**src/rtl/cae_pers_multi_pkg.sv**
```systemverilog
// cae_pers_multi_pkg: shared FSM states, AEG/CSR maps and exception bits
// for the multi-engine PDES control front end.
package cae_pers_multi_pkg;

    typedef enum logic [2:0] {
        ST_IDLE   = 3'd0,
        ST_LAUNCH = 3'd1,
        ST_RUN    = 3'd2,
        ST_REDUCE = 3'd3,
        ST_FINISH = 3'd4
    } state_t;

    localparam int AEG_RESULT = 0;
    localparam int AEG_CYCLES = 1;
    localparam int AEG_MASK   = 2;
    localparam int AEG_TMO    = 3;

    localparam logic [15:0] CSR_STATUS = 16'd0;
    localparam logic [15:0] CSR_RESULT = 16'd1;
    localparam logic [15:0] CSR_CYCLES = 16'd2;
    localparam logic [15:0] CSR_MASK   = 16'd3;

    localparam int EXC_OPCODE  = 0;
    localparam int EXC_IDX     = 1;
    localparam int EXC_RO      = 2;
    localparam int EXC_TIMEOUT = 3;

endpackage

```
**src/rtl/cae_pers_multi_ctl_gvt_min_tree.sv**
```systemverilog
// gvt_min_tree: combinational minimum over N W-bit values; entries whose
// valid bit is clear count as all-ones, so an empty set yields all-ones.
module gvt_min_tree #(
    parameter int N = 4,
    parameter int W = 14
) (
    input  logic [N*W-1:0] vals,
    input  logic [N-1:0]   vld,
    output logic [W-1:0]   min_val
);

    always_comb begin
        min_val = '1;
        for (int i = 0; i < N; i++)
            if (vld[i] && vals[i*W +: W] < min_val) min_val = vals[i*W +: W];
    end

endmodule

```
**src/rtl/cae_pers_multi_ctl.sv**
```systemverilog
// cae_pers_multi_ctl: dispatch/AEG/CSR front end that launches the phold
// engines, tracks completion or timeout, and reduces engine GVTs to a minimum.
module cae_pers_multi_ctl
    import cae_pers_multi_pkg::*;
#(
    parameter int NUM_ENG = 4,
    parameter int GVT_W   = 14,
    parameter int NUM_AEG = 4
) (
    input  logic                     clk,
    input  logic                     i_reset,
    input  logic                     disp_inst_vld,
    input  logic [4:0]               disp_inst,
    input  logic [17:0]              disp_aeg_idx,
    input  logic                     disp_aeg_rd,
    input  logic                     disp_aeg_wr,
    input  logic [63:0]              disp_aeg_wr_data,
    output logic [17:0]              disp_aeg_cnt,
    output logic [15:0]              disp_exception,
    output logic                     disp_idle,
    output logic                     disp_stall,
    output logic                     disp_rtn_data_vld,
    output logic [63:0]              disp_rtn_data,
    input  logic                     csr_rd_vld,
    input  logic [15:0]              csr_address,
    output logic                     csr_rd_ack,
    output logic [63:0]              csr_rd_data,
    output logic [NUM_ENG-1:0]       eng_rst_n,
    input  logic [NUM_ENG-1:0]       eng_done,
    input  logic [NUM_ENG*GVT_W-1:0] eng_gvt
);

    localparam int AW = $clog2(NUM_AEG);

    state_t                         state_q, state_d;
    logic                           r_start_q, r_start_d, c_start;
    logic [NUM_AEG-1:0][63:0]       aeg_q, aeg_d;
    logic [NUM_ENG-1:0]             mask_q, mask_d, done_seen_q, done_seen_d;
    logic [NUM_ENG-1:0][GVT_W-1:0]  gvt_cap_q, gvt_cap_d;
    logic [63:0]                    cnt_q, cnt_d;
    logic                           timed_out_q, timed_out_d;
    logic [GVT_W-1:0]               min_q, min_d, tree_min;
    logic [3:0]                     exc_q, exc_d;
    logic                           rtn_vld_q, rtn_vld_d, csr_ack_q, csr_ack_d;
    logic [63:0]                    rtn_q, rtn_d, csr_q, csr_d;
    logic [NUM_ENG-1:0]             done_new, mask_aeg;
    logic                           idx_ok, wr_ok, all_done, tmo;
    logic [AW-1:0]                  aidx;

    gvt_min_tree #(.N(NUM_ENG), .W(GVT_W)) u_min (
        .vals    (gvt_cap_q),
        .vld     (done_seen_q),
        .min_val (tree_min)
    );

    assign c_start  = disp_inst_vld && disp_inst == 5'd0;
    assign aidx     = disp_aeg_idx[AW-1:0];
    assign idx_ok   = disp_aeg_idx < 18'(NUM_AEG);
    assign mask_aeg = aeg_q[AEG_MASK][NUM_ENG-1:0];
    assign done_new = eng_done & mask_q & ~done_seen_q;
    // Config registers are frozen while a run is in flight; scratch never is.
    assign wr_ok    = disp_aeg_wr && idx_ok && disp_aeg_idx >= 18'(AEG_MASK) &&
                      (disp_aeg_idx > 18'(AEG_TMO) || state_q == ST_IDLE);

    always_comb begin
        r_start_d   = c_start;
        state_d     = state_q;
        aeg_d       = aeg_q;
        mask_d      = mask_q;
        done_seen_d = done_seen_q;
        gvt_cap_d   = gvt_cap_q;
        cnt_d       = cnt_q;
        timed_out_d = timed_out_q;
        min_d       = min_q;
        all_done    = 1'b0;
        tmo         = 1'b0;
        if (wr_ok) aeg_d[aidx] = disp_aeg_wr_data;
        case (state_q)
            ST_IDLE: if (r_start_q) state_d = ST_LAUNCH;
            ST_LAUNCH: begin
                mask_d      = mask_aeg == '0 ? '1 : mask_aeg;
                done_seen_d = '0;
                gvt_cap_d   = '0;
                cnt_d       = '0;
                timed_out_d = 1'b0;
                state_d     = ST_RUN;
            end
            ST_RUN: begin
                for (int i = 0; i < NUM_ENG; i++)
                    if (done_new[i]) gvt_cap_d[i] = eng_gvt[i*GVT_W +: GVT_W];
                done_seen_d = done_seen_q | done_new;
                cnt_d       = &cnt_q ? cnt_q : cnt_q + 64'd1;
                all_done    = done_seen_d == mask_q;
                tmo         = aeg_q[AEG_TMO] != '0 && cnt_q + 64'd1 == aeg_q[AEG_TMO];
                timed_out_d = tmo && !all_done;
                if (all_done || tmo) state_d = ST_REDUCE;
            end
            ST_REDUCE: begin
                min_d   = tree_min;
                state_d = ST_FINISH;
            end
            ST_FINISH: begin
                aeg_d[AEG_RESULT] = {timed_out_q, {(63-GVT_W){1'b0}}, min_q};
                aeg_d[AEG_CYCLES] = cnt_q;
                state_d           = ST_IDLE;
            end
            default: state_d = ST_IDLE;
        endcase
    end

    always_comb begin
        exc_d              = '0;
        exc_d[EXC_OPCODE]  = disp_inst_vld && disp_inst != 5'd0;
        exc_d[EXC_IDX]     = (disp_aeg_rd || disp_aeg_wr) && !idx_ok;
        exc_d[EXC_RO]      = disp_aeg_wr && disp_aeg_idx < 18'(AEG_MASK);
        exc_d[EXC_TIMEOUT] = state_q == ST_FINISH && timed_out_q;
        rtn_vld_d          = disp_aeg_rd;
        rtn_d              = disp_aeg_rd && idx_ok ? aeg_q[aidx] : '0;
        csr_ack_d          = csr_rd_vld;
        csr_d              = !csr_rd_vld                ? '0 :
                             csr_address == CSR_STATUS ? {{(61-NUM_ENG){1'b0}}, state_q, done_seen_q} :
                             csr_address == CSR_RESULT ? aeg_q[AEG_RESULT] :
                             csr_address == CSR_CYCLES ? aeg_q[AEG_CYCLES] :
                             csr_address == CSR_MASK   ? {{(64-NUM_ENG){1'b0}}, mask_q} : '0;
    end

    always_ff @(posedge clk or posedge i_reset) begin
        if (i_reset) begin
            state_q     <= ST_IDLE;
            r_start_q   <= 1'b0;
            aeg_q       <= '0;
            mask_q      <= '0;
            done_seen_q <= '0;
            gvt_cap_q   <= '0;
            cnt_q       <= '0;
            timed_out_q <= 1'b0;
            min_q       <= '0;
            exc_q       <= '0;
            rtn_vld_q   <= 1'b0;
            rtn_q       <= '0;
            csr_ack_q   <= 1'b0;
            csr_q       <= '0;
        end else begin
            state_q     <= state_d;
            r_start_q   <= r_start_d;
            aeg_q       <= aeg_d;
            mask_q      <= mask_d;
            done_seen_q <= done_seen_d;
            gvt_cap_q   <= gvt_cap_d;
            cnt_q       <= cnt_d;
            timed_out_q <= timed_out_d;
            min_q       <= min_d;
            exc_q       <= exc_d;
            rtn_vld_q   <= rtn_vld_d;
            rtn_q       <= rtn_d;
            csr_ack_q   <= csr_ack_d;
            csr_q       <= csr_d;
        end
    end

    assign disp_aeg_cnt      = 18'(NUM_AEG);
    assign disp_exception    = {12'd0, exc_q};
    assign disp_idle         = state_q == ST_IDLE && !r_start_q;
    assign disp_stall        = state_q != ST_IDLE || c_start || r_start_q;
    assign disp_rtn_data_vld = rtn_vld_q;
    assign disp_rtn_data     = rtn_q;
    assign csr_rd_ack        = csr_ack_q;
    assign csr_rd_data       = csr_q;
    assign eng_rst_n         = state_q == ST_RUN ? mask_q : '0;

endmodule

```
**config.mk**
```make
export PLATFORM = sky130hd
export DESIGN_NAME = cae_pers_multi_ctl
export DESIGN_NICKNAME = d
export VERILOG_FILES = /design/src/rtl/cae_pers_multi_pkg.sv /design/src/rtl/cae_pers_multi_ctl_gvt_min_tree.sv /design/src/rtl/cae_pers_multi_ctl.sv
export SDC_FILE = /design/constraint.sdc
export NUM_CORES = 1
export LEC_CHECK = 0
export CAP_MARGIN = 40
export CORE_MARGIN = 2
export CORE_UTILIZATION = 45
export DETAILED_ROUTE_END_ITERATION = 8
export PLACE_DENSITY = 0.7
export SLEW_MARGIN = 20
export SYNTH_ARGS = -nofsm -noshare
export SYNTH_HDL_FRONTEND = slang
export SYNTH_SLANG_ARGS = --single-unit
export TNS_END_PERCENT = 1
```
**constraint.sdc**
```tcl
create_clock -name clk -period 20.9 [get_ports clk]
set_input_delay 5.225 -clock clk [delete_from_list [all_inputs] [get_ports clk]]
set_output_delay 5.225 -clock clk [all_outputs]
set_load 0.05 [all_outputs]
```
-- Yosys cells after proc, flatten, opt, wreduce, memory -nomap -nowiden
Cells that the tools add are included.
- reduce and logical (&&, ||, !) cells: 41
- add/sub/neg operators: 1
- muxes and demuxes: 31
- bitwise logic cells: 4
- $lt $le $gt $ge: 10
- equal/unequal tests: 16
- operator list (operator ; number):
    $mux W64 ; 8
    $bwmux W256 ; 1
    $mux W128 ; 2
    $bmux W64 S2 ; 1
    $demux W64 S2 ; 1
    $pmux W64 S2 ; 1
    $mux W14 ; 8
    $pmux W56 S2 ; 1
    $add A64 B1 Y64 const B ; 1
    $eq A64 B64 Y1 ; 1
    $reduce_and A64 Y1 ; 1
    $reduce_bool A64 Y1 ; 1
    $lt A14 B14 Y1 ; 3
    $eq A16 B2 Y1 const B ; 2
    $ge A18 B2 Y1 const B ; 1
    $gt A18 B2 Y1 const B ; 1
    $lt A18 B2 Y1 const B ; 1
    $lt A18 B3 Y1 const B ; 1
    $logic_and A1 B1 Y1 ; 17
    $eq A16 B1 Y1 const B ; 1
    $logic_not A16 Y1 ; 1
    $lt A14 B14 Y1 const B ; 1
    $ne A2 B2 Y1 const B ; 7
    $mux W4 ; 3
    other kinds (22) ; 37
- input bits: 169
- word-level logic and storage cells: 123
- output and inout port bits: 170
- register bits after elaboration: 537

-- Logic depth before layout (Yosys ltp)
Gate-level depths: netlist of run 1.
- word-level depth: 12
- depth in mapped cells: 34
- gate-level depth less buffers: 28

-- By module
From an unflattened synthesis of run 1, not the netlist that was laid out.
- cells, all modules: 2420
- area, all modules: 26580.5 µm²
- by module, submodules not included (module ; cells each ; instances ; area an instance (µm²)):
    cae_pers_multi_ctl ; 2189 ; 1 ; 24910.1
    gvt_min_tree ; 231 ; 1 ; 1670.4

-- Worst setup path before layout of run 1
OpenSTA, ideal clock, no wires.
- path kind: input -> output
- start point: input disp_inst[1]
- end point: output disp_stall
- data required time: 15.675 ns
- arrival: 6.394 ns
- setup slack: 9.281 ns
- stages: 4
- cell sequence: or4_1 > nor2_1 > and2_1 > nand2b_1
- cells in the longest elaborated chain, start to end: 4
- RTL lines (element ; RTL line ; text):
    start, declared ; cae_pers_multi_ctl.sv:13 ; input logic [4:0] disp_inst,
    $logic_not A5 Y1 ; cae_pers_multi_ctl.sv:56 ; assign c_start = disp_inst_vld && disp_inst == 5'd0;
    $logic_and A1 B1 Y1 ; cae_pers_multi_ctl.sv:56 ;
    via c_start ; cae_pers_multi_ctl.sv:36 ; logic r_start_q, r_start_d, c_start;
    $logic_or A1 B1 Y1 (2 in series) ; cae_pers_multi_ctl.sv:164 ; assign disp_stall = state_q != ST_IDLE || c_start || r_start_q;
    end, declared ; cae_pers_multi_ctl.sv:21 ; output logic disp_stall,
The timed path passes the listed nets, and every way through them passes these cells.

-- Worst setup path in the final report of run 1
Same ends and word-level chain as after synthesis.

==> reports/metrics.yaml, run 1 <==
layout_min_cycle_time_ns: 12.59
dieArea_mm2: 0.0603
finalSetupTns_ns: 0
root_buffer: "clkbuf_16"
synthFlopType: "dfrtp_1"
grt_max_degree: 169
via_count: 19300
switchingPower_uw: 1030
dpl.hpwl_um: 50300
hold_end: "min_q[6]$_DFFE_PP0P_"
grt_pass1_vias: 19800
wirelength_um: 71100
worstReg2RegEnd: "min_q[3]$_DFFE_PP0P_"
ant_nets: 0
cts_setup_buffers: 0
layout_commonest_cell: "dfrtp_1"
die_height_um: 246
swShare: 0.330
antenna_found_initial: 6
syn_avg_cell_area_um2: 11.3
cts.path.max_buffers: 3
required_ns: 15.67
core_area_mm2: 0.0577
min_path_cells: 2
setup_viol: 0
final_net_count: 2785
critPathArrivalTime_ns: 7.37
cts_resized: 0
start_util: 0.455
rsz0062_at_grt: "no"
ioPinCount: 339
synth_cell_type_count: 82
p_int_uw: 2080
post_drt_wl_per_cell_um: 20.9
combPwrFrac: 0.268
hold_violations: 0
dr.pass1.iters: 7
cts.sinks: 537
clockPowerShare: 0.343
cts_tree: "done"
clkTransAtPathRegs_ns: 0.06
drv_slew: 0
period_share: 0.603
power_density_mw_per_mm2: 97.0
synthCells: 2327
synth_edf_count: 0
cp_slowest_stage_delay_ns: 0.80
slowest_stage: "clkdlybuf4s50_1"
endpoint_kind: "output port"
rows: 88
path_max_fanout: 2
grt_usage: 0.237
fmax_mhz: 79.4
rr_startpoint: "done_seen_q[0]$_DFFE_PP0P_"
final_cell_mix: "dfrtp_1, clkdlybuf4s50_1, nand2_1"
cp_top_family: "buffers and inverters"
ys_warn_count: 0
final_util: 0.556
p_total_uw: 3110
fin_skew_ns: 0.0315
die_width_um: 246
critPathKind: "in2out"
seq_area_frac_synth: 0.512
cpMostUsedCell: "clkdlybuf4s50_1"
critPathLaunchType: "primary input"
hold_start: "min_q[6]$_DFFE_PP0P_"
netlist_area_mm2: 0.0263
ys_ff_latch: 537
reg2reg_slack_ns: 12.61
h-tree-depth: 2
slew_headroom: 0.337
postSynth.asyncResetShare: 1.00
cts_buffers: 56
numPortBuffers: 308
via_per_inst: 5.68
clk_latency_ns: 0.62
drtIter0Drc: 1232
status: "completed"
grt_pass1_wl_um: 112000
drv_cap: 0
post-route-drc-count: 0
syn_to_final_growth_pct: 22.1
seqPwrFrac: 0.389
place.gp.congestion: 0.849
ir_drop_v: 0.0000812
hold_buffers: 0
cp_cell_sequence: "clkdlybuf4s50_1, or4_1, nor2_1, and2_1, nand2b_1, clkdlybuf4s50_1"
tightest_slew_ns: 0.994
r2r_cells: 29
hold_class: "reg2reg"
p_leak_uw: 0.0148
drive_gt1_frac: 0.175
path_buf_inv: 2
grt_remaining_overflow: 0
-- registers in the layout, indices dropped and copies added, names as in the netlist, 3 cells and up --
register / cells
aeg_q: 256
cnt_q: 64
csr_rd_data: 64
disp_rtn_data: 64
done_seen_q: 4
exc_q: 4
gvt_cap_q: 56
mask_q: 4
min_q: 14
state_q: 3
-- layer usage --
| layer | part of all wire | global-route usage |
|---|---|---|
| met1 | 0.42 | 0.309 |
| met4 | 0.032 | 0.0813 |
| met5 | 0.00089 | 0 |
| met3 | 0.060 | 0.0468 |
| met2 | 0.49 | 0.396 |
-- worst max-delay path by stage --
stage                            start                    to  slack [ns]  cells after the start
after floorplan                i_reset  aeg_q[0]$_DFFE_PP0P_        0.67                      1
after global placement    disp_inst[1]            disp_stall        8.26                      6
after detailed placement  disp_inst[1]            disp_stall        8.29                      6
after CTS                 disp_inst[1]            disp_stall        8.27                      6
after global routing      disp_inst[1]            disp_stall        8.21                      6
final                     disp_inst[1]            disp_stall        8.31                      6
-- worst min-delay path, cell delays in order (launching register included) --
cell and delay [ns]:
dfrtp_1 0.33, nand2_1 0.05, o21ai_1 0.06
-- power by group through the flow --
stage                     clock [uW]  combinational, uW  sequential [uW]
after floorplan                    0                611             1190
after global placement             0                792             1220
after detailed placement           0                824             1230
after CTS                       1090                829             1210
after global routing            1130                924             1220
final                           1070                833             1210
-- cell type report --
cell class                 instances  area, um^2
fill                            4911       25600
sequential                       537       13400
multi-input combinational       1603       12000
timing repair buffer             344        3490
clock buffer                      75        1600
tap                              765         957
clock inverter                    29         408
inverter                          41         161
antenna                            1        2.50
-- synthesized netlist by cell type, types with 17 or more instances --
cell type  instances  share of area
a21oi_1           51         0.0097
a22oi_1           57          0.016
a31oi_1           17         0.0040
and2_1            36         0.0086
and3_1            89          0.021
buf_4             36          0.010
clkbuf_1         115          0.016
dfrtp_1          537           0.51
ha_1              33          0.016
inv_1             40         0.0057
mux2_2           210          0.090
mux2i_1           30          0.011
mux4_2            68          0.058
nand2_1          212          0.030
nand3_1           31         0.0059
nand4_1           27         0.0064
nor2_1           135          0.019
nor2b_1           63          0.015
nor3_1            21         0.0040
nor4_1            35         0.0083
o21ai_0          170          0.032
o31ai_1           35          0.010
xnor2_1           69          0.023
xor2_1            38          0.013
-- cells by family after synthesis --
| group | after synthesis | synth area share |
|---|---|---|
| adders and majority gates | 34 | 0.0161 |
| muxes | 309 | 0.160 |
| DFF | 537 | 0.512 |
| buffers and inverters | 215 | 0.0371 |
| and+or+nand+nor | 726 | 0.147 |
| other | 2 | 0.000286 |
| xor gates and xnor gates | 107 | 0.0357 |
| AOI/OAI and AO/OA | 397 | 0.0924 |
-- through the flow --
stage	setup WS [ns]	hold WS, ns	cell area, um^2	instances
floorplan	0.666	0.441	26400	2355
global placement	8.26	0.472	29900	3280
detailed placement	8.29	0.476	30100	3289
CTS	8.27	0.490	32100	3393
global route	8.21	0.504	32100	3394
finish	8.31	0.486	32100	3395
(Power assumes the default switching activity.)
==> inputs of run 2 (changes only) <==
- PLACE_DENSITY: 0.7 -> 0.67
- clock period: 20.9 -> 13.1 ns (I/O delays scaled with it)
==> run 2 against run 1 <==
Via count up 0.13%. Worst setup slack got worse by 3.8 ns. Final cell count barely moved. Routed wire length rose by 1.7%. First-iteration DRC count is 7.7% higher. Count of clock-buffer cells in the layout is 6 higher. Sequential power up 60%. Non-clock buffer count is 7 higher. Clock skew decreased by 0.017 ns. Design area rose by 0.12%.
==> reports/metrics.yaml, run 2 (synthesis results as in run 1) <==
status: "completed"
cts.path.max_buffers: 3  # unchanged
hold_class: "reg2reg"
via_count: 19300  # +0.13%
cp_top_family: "buffers and inverters"
post_drt_wl_per_cell_um: 21.3  # +1.7%
path_max_fanout: 2  # unchanged
fillers: 4933  # +0.45%
regArea_mm2: 0.0134  # unchanged
cpMostUsedCell: "clkdlybuf4s50_1"
hold_buffers: 0  # unchanged
slew_headroom: 0.421  # +0.0840
tightest_slew_ns: 0.868  # -0.126 ns
via_per_inst: 5.68  # about the same
ant_nets: 0  # unchanged
final_cell_mix: "dfrtp_1, clkdlybuf4s50_1, nand2_1"
critPathKind: "in2out"
critPathArrivalTime_ns: 5.36  # -2.01 ns
die_width_um: 246  # unchanged
grt_usage: 0.240  # +0.00278
cts_buffers: 57  # +1.8%
crit_path_start: "disp_inst[1]"
rsz0062_at_grt: "no"
required_ns: 9.82  # -5.85 ns
dpl.hpwl_um: 51100  # +1.6%
finalSetupTns_ns: 0  # unchanged
ir_drop_v: 0.000132  # +62%
dr_wl_met3_um: 4240  # -0.84%
period_share: 0.659
grt_max_degree: 83  # -51%
path_buf_inv: 2  # unchanged
cp_cell_sequence: "clkdlybuf4s50_1, or4_1, nor2_1, and2_1, nand2b_1, clkdlybuf4s50_1"
start_util: 0.455  # unchanged
dieArea_mm2: 0.0603  # unchanged
endpoint_kind: "output port"
rr_startpoint: "done_seen_q[0]$_DFFE_PP0P_"
clkTransAtPathRegs_ns: 0.06  # about the same
drv_slew: 0  # unchanged
hold_violations: 0  # unchanged
routed.top_layer: "met5"
regMostFlops: "aeg_q"
cp_slowest_stage_delay_ns: 0.80  # about the same
dr.pass1.iters: 5  # -2
setup_viol: 0  # unchanged
antenna_found_initial: 6  # unchanged
setup_slack_ns: 4.47  # -3.84 ns
cts_setup_buffers: 0  # unchanged
numPortBuffers: 308  # unchanged
fmax_mhz: 116
core_area_mm2: 0.0577  # unchanged
drive_gt1_frac: 0.175  # +0.000314
layout_commonest_cell: "dfrtp_1"
layout_min_cycle_time_ns: 8.63
placed_area_mm2: 0.0301  # +0.11%
post-route-drc-count: 0  # unchanged
power_density_mw_per_mm2: 154  # +59%
cts_tree: "done"
multi_input_area_mm2: 0.0120  # unchanged
clk_latency_ns: 0.61  # about the same
dp_slack_ns: 4.47  # -3.81 ns
die_height_um: 246  # unchanged
finish.instance_area_mm2: 0.0321  # +0.12%
ioPinCount: 339  # unchanged
root_buffer: "clkbuf_16"
final_net_count: 2793  # +0.29%
drv_cap: 0  # unchanged
wirelength_um: 72300  # +1.7%
cts_resized: 0  # unchanged
grt_pass1_wl_um: 113000  # +0.94%
p_total_uw: 4940  # +59%
cts.sinks: 537  # unchanged
fin_skew_ns: 0.0147  # -0.0168 ns
critPathLaunchType: "primary input"
grt_pass1_vias: 19700  # -0.74%
h-tree-depth: 2  # unchanged
p_leak_uw: 0.0148  # +0.16%
place.gp.congestion: 0.893  # +5.2%
wl_met1_um: 30700  # +3.1%
grt_remaining_overflow: 0  # unchanged
largest_reg_flops: 256  # unchanged
wl_met2_um: 34600  # -0.42%
rows: 88  # unchanged
syn_to_final_growth_pct: 22.3
hold_start: "min_q[7]$_DFFE_PP0P_"
slowest_stage: "clkdlybuf4s50_1"
drtIter0Drc: 1327  # +7.7%
-- run 2: changes by cell type in the layout (fill, tap and decap cells not counted), sizes merged --
cell	before	now
buf	38	45
bufinv	9	7
clkbuf	75	81
clkinv	14	5
clkinvlp	5	3
diode	1	2
inv	42	43
-- run 2: stage by stage --
step | utilization | hold slack (ns) | instances
2_1_floorplan | - | 0.441 | 2355
3_3_place_gp | 0.518 | 0.468 | 3285
3_5_place_dp | 0.522 | 0.480 | 3294
4_1_cts | 0.555 | 0.494 | 3392
5_1_grt | 0.557 | 0.518 | 3396
6_report | 0.557 | 0.487 | 3397
-- run 2: path summary, 6_finish.rpt --
| kind | endpoint | slack, ns | cells past startpoint |
|---|---|---|---|
| hold reg to reg | min_q[7]$_DFFE_PP0P_ | 0.49 | 2 |
| hold / removal | min_q[7]$_DFFE_PP0P_ | 0.49 | 2 |
| max in group asynchronous | aeg_q[119]$_DFFE_PP0P_ | 8.15 | 6 |
| min in group asynchronous | csr_rd_data[20]$_DFF_PP0_ | 3.15 | 2 |
| setup / recovery | disp_stall | 4.47 | 6 |
| setup reg to reg | min_q[3]$_DFFE_PP0P_ | 4.79 | 28 |
-- run 2: layout make-up --
type,count,share of cell area
multi-input cells,1603,0.375
repair buffers,351,0.112
clock inverters,17,0.00861
clock buffers,81,0.0519
well taps,765,0.0298
inverters,41,0.00491
flip-flops and latches,537,0.418
diodes,2,0.000156
-- run 2: where the power goes --
part           leakage, uW  internal [uW]  switching [uW]
Sequential         0.00741           1790             151
Clock             0.000953           1020             659
Combinational      0.00645            505             823
Total               0.0148           3310            1630
-- run 2: tightest hold or removal path: cells and delay by family (launching register included) --
| family | cells | cell delay (ns) |
|---|---|---|
| AO/OA/AOI/OAI | 1 | 0.06 |
| AND/OR/NAND/NOR | 1 | 0.05 |
| flip-flops | 1 | 0.34 |
-- run 2: layer usage --
metal,up-vias,global-route usage
met5,-,0
met4,10,0.0925
met1,9746,0.319
met2,580,0.390
li1,8808,-
met3,149,0.0453
==> inputs of run 3 (changes only) <==
- clock period: 13.1 -> 8.03 ns (I/O delays scaled with it)
==> run 3 against run 2 <==
Sequential share of layout area about the same. Register-to-register slack worse by 4.1 ns. First-iteration DRC count down 2.9%. Final cell count about the same. Global-route usage up 0.74 points. Non-clock buffer count down 2. Clock skew about the same. Highest routed layer unchanged.
==> reports/metrics.yaml, run 3 (synthesis results as in run 1) <==
status: "completed"
critPathArrivalTime_ns: 7.91  # +2.55 ns
hold_start: "gvt_cap_q[11]$_DFFE_PP0P_"
dr.pass1.iters: 5  # unchanged
layout_commonest_cell: "dfrtp_1"
core_area_mm2: 0.0577  # unchanged
antenna_found_initial: 4  # -2
rr_startpoint: "done_seen_q[0]$_DFFE_PP0P_"
ioPinCount: 339  # unchanged
timing.hold.ws_ns: 0.483  # -0.00426 ns
cts_tree: "done"
cp_slowest_stage_delay_ns: 0.56  # -0.24 ns
drive_gt1_frac: 0.176  # +0.000940
dp_slack_ns: 0.681  # -3.79 ns
die_width_um: 246  # unchanged
syn_to_final_growth_pct: 22.4  # about the same
final_cell_mix: "dfrtp_1, clkdlybuf4s50_1, nand2_1"
worstReg2RegEnd: "min_q[3]$_DFFE_PP0P_"
p_int_uw: 5460  # +65%
clockPowerShare: 0.341  # +0.002
grt_usage: 0.247  # +0.00743
tightest_slew_ns: 0.897  # +0.0283 ns
clkTransAtPathRegs_ns: 0.06  # about the same
root_buffer: "clkbuf_16"
drv_slew: 0  # unchanged
layout_min_cycle_time_ns: 7.38
grt_pass1_vias: 19500  # -1.0%
critPathLaunchType: "register"
largest_reg_flops: 256  # unchanged
hold_violations: 0  # unchanged
post_drt_wl_per_cell_um: 21.8  # +2.6%
critPathKind: "reg2reg"
post-route-drc-count: 0  # unchanged
final_net_count: 2791  # -0.072%
h-tree-depth: 2  # unchanged
grt_pass1_wl_um: 115000  # +2.1%
min_path_cells: 2  # unchanged
via_count: 19200  # -0.58%
ir_drop_v: 0.000197  # +50%
regMostFlops: "aeg_q"
clk_latency_ns: 0.62  # about the same
switchingPower_uw: 2720  # +67%
swShare: 0.333  # +0.00216
cts.path.max_buffers: 3  # unchanged
dieArea_mm2: 0.0603  # unchanged
cts_buffers: 57  # unchanged
dpl.hpwl_um: 52600  # +2.9%
slowest_stage: "o21ai_2"
ant_nets: 0  # unchanged
drtIter0Drc: 1288  # -2.9%
fmax_mhz: 136
r2r_cells: 29  # +3.6%
endpoint_kind: "register"
slew_headroom: 0.402  # -0.0189
via_per_inst: 5.64  # -0.66%
grt_remaining_overflow: 0  # unchanged
rows: 88  # unchanged
start_util: 0.455  # unchanged
period_share: 0.919
setup_viol: 0  # unchanged
path_max_fanout: 20  # +18
seqPwrFrac: 0.387  # -0.005
power_density_mw_per_mm2: 254  # +65%
rsz0062_at_grt: "yes"
required_ns: 8.56  # -1.26 ns
place.gp.congestion: 0.849  # -5.0%
p_leak_uw: 0.0148  # +0.11%
fin_skew_ns: 0.0146  # -0.000135 ns
cts.sinks: 537  # unchanged
wirelength_um: 74200  # +2.7%
die_height_um: 246  # unchanged
grt_max_degree: 162  # +95%
combPwrFrac: 0.272  # +0.003
reg2reg_slack_ns: 0.65  # -4.14 ns
drv_cap: 0  # unchanged
hold_class: "reg2reg"
hold_buffers: 0  # unchanged
numPortBuffers: 308  # unchanged
hold_end: "gvt_cap_q[11]$_DFFE_PP0P_"
setup_slack_ns: 0.652  # -3.82 ns
[run 3: what timing repair did]
item / 4_1_cts / 5_1_grt
setup endpoints to repair: 0 / 1
resized for setup: 0 / 0
buffers inserted: 0 / 0
[run 3: layout make-up]
type	count	area, um^2
Antenna cell	2	5.00
Multi-Input combinational cell	1603	12000
Inverter	41	158
Fill cell	4958	25600
Clock buffer	90	1810
Tap cell	765	957
Sequential cell	537	13400
Timing Repair Buffer	349	3550
Clock inverter	13	200
[run 3: stage by stage]
| stage | cell area [um^2] | instances | utilization | setup TNS [ns] | power, uW |
|---|---|---|---|---|---|
| finish | 32100 | 3400 | 0.557 | 0 | 8180 |
| detailed placement | 30100 | 3292 | 0.521 | 0 | 5440 |
| global placement | 29900 | 3285 | 0.519 | 0 | 5390 |
| global route | 32100 | 3400 | 0.557 | -0.00261 | 8630 |
| CTS | 32100 | 3395 | 0.556 | 0 | 8250 |
| floorplan | 26400 | 2355 | - | -687.10 | 4680 |
[run 3: worst max-delay path by stage]
stage                           end  slack (ns)  cells after the start                  startpoint
3_3_place_gp   min_q[1]$_DFFE_PP0P_        0.76                     31  done_seen_q[0]$_DFFE_PP0P_
5_1_grt        min_q[3]$_DFFE_PP0P_      -0.003                     29  done_seen_q[0]$_DFFE_PP0P_
3_5_place_dp   min_q[3]$_DFFE_PP0P_        0.68                     29  done_seen_q[0]$_DFFE_PP0P_
4_1_cts        min_q[3]$_DFFE_PP0P_        0.63                     29  done_seen_q[0]$_DFFE_PP0P_
6_report       min_q[3]$_DFFE_PP0P_        0.65                     29  done_seen_q[0]$_DFFE_PP0P_
2_1_floorplan  aeg_q[0]$_DFFE_PP0P_       -1.28                      1                     i_reset
[run 3: layer usage]
layer	GRT usage	up-vias	share of wire
met2	0.392	576	0.47
li1	-	8796	-
met5	0	-	0.00035
met1	0.338	9671	0.43
met3	0.0446	135	0.058
met4	0.0986	4	0.038
[run 3: power by group through the flow]
stage / Sequential (uW) / Clock, uW / Combinational, uW
6_report: 3170 / 2790 / 2220
5_1_grt: 3200 / 2950 / 2480
4_1_cts: 3170 / 2840 / 2240
3_5_place_dp: 3220 / 0 / 2220
3_3_place_gp: 3210 / 0 / 2180
2_1_floorplan: 3090 / 0 / 1590
[run 3: worst max-delay path: cells and delay by family (launching register included)]
kind            cells  cell delay, ns
flops               1            0.38
buf+inv             4            0.66
mux                 3            0.94
compound gates      7            1.56
simple gates       12            2.84
fa+ha+maj           3            0.91
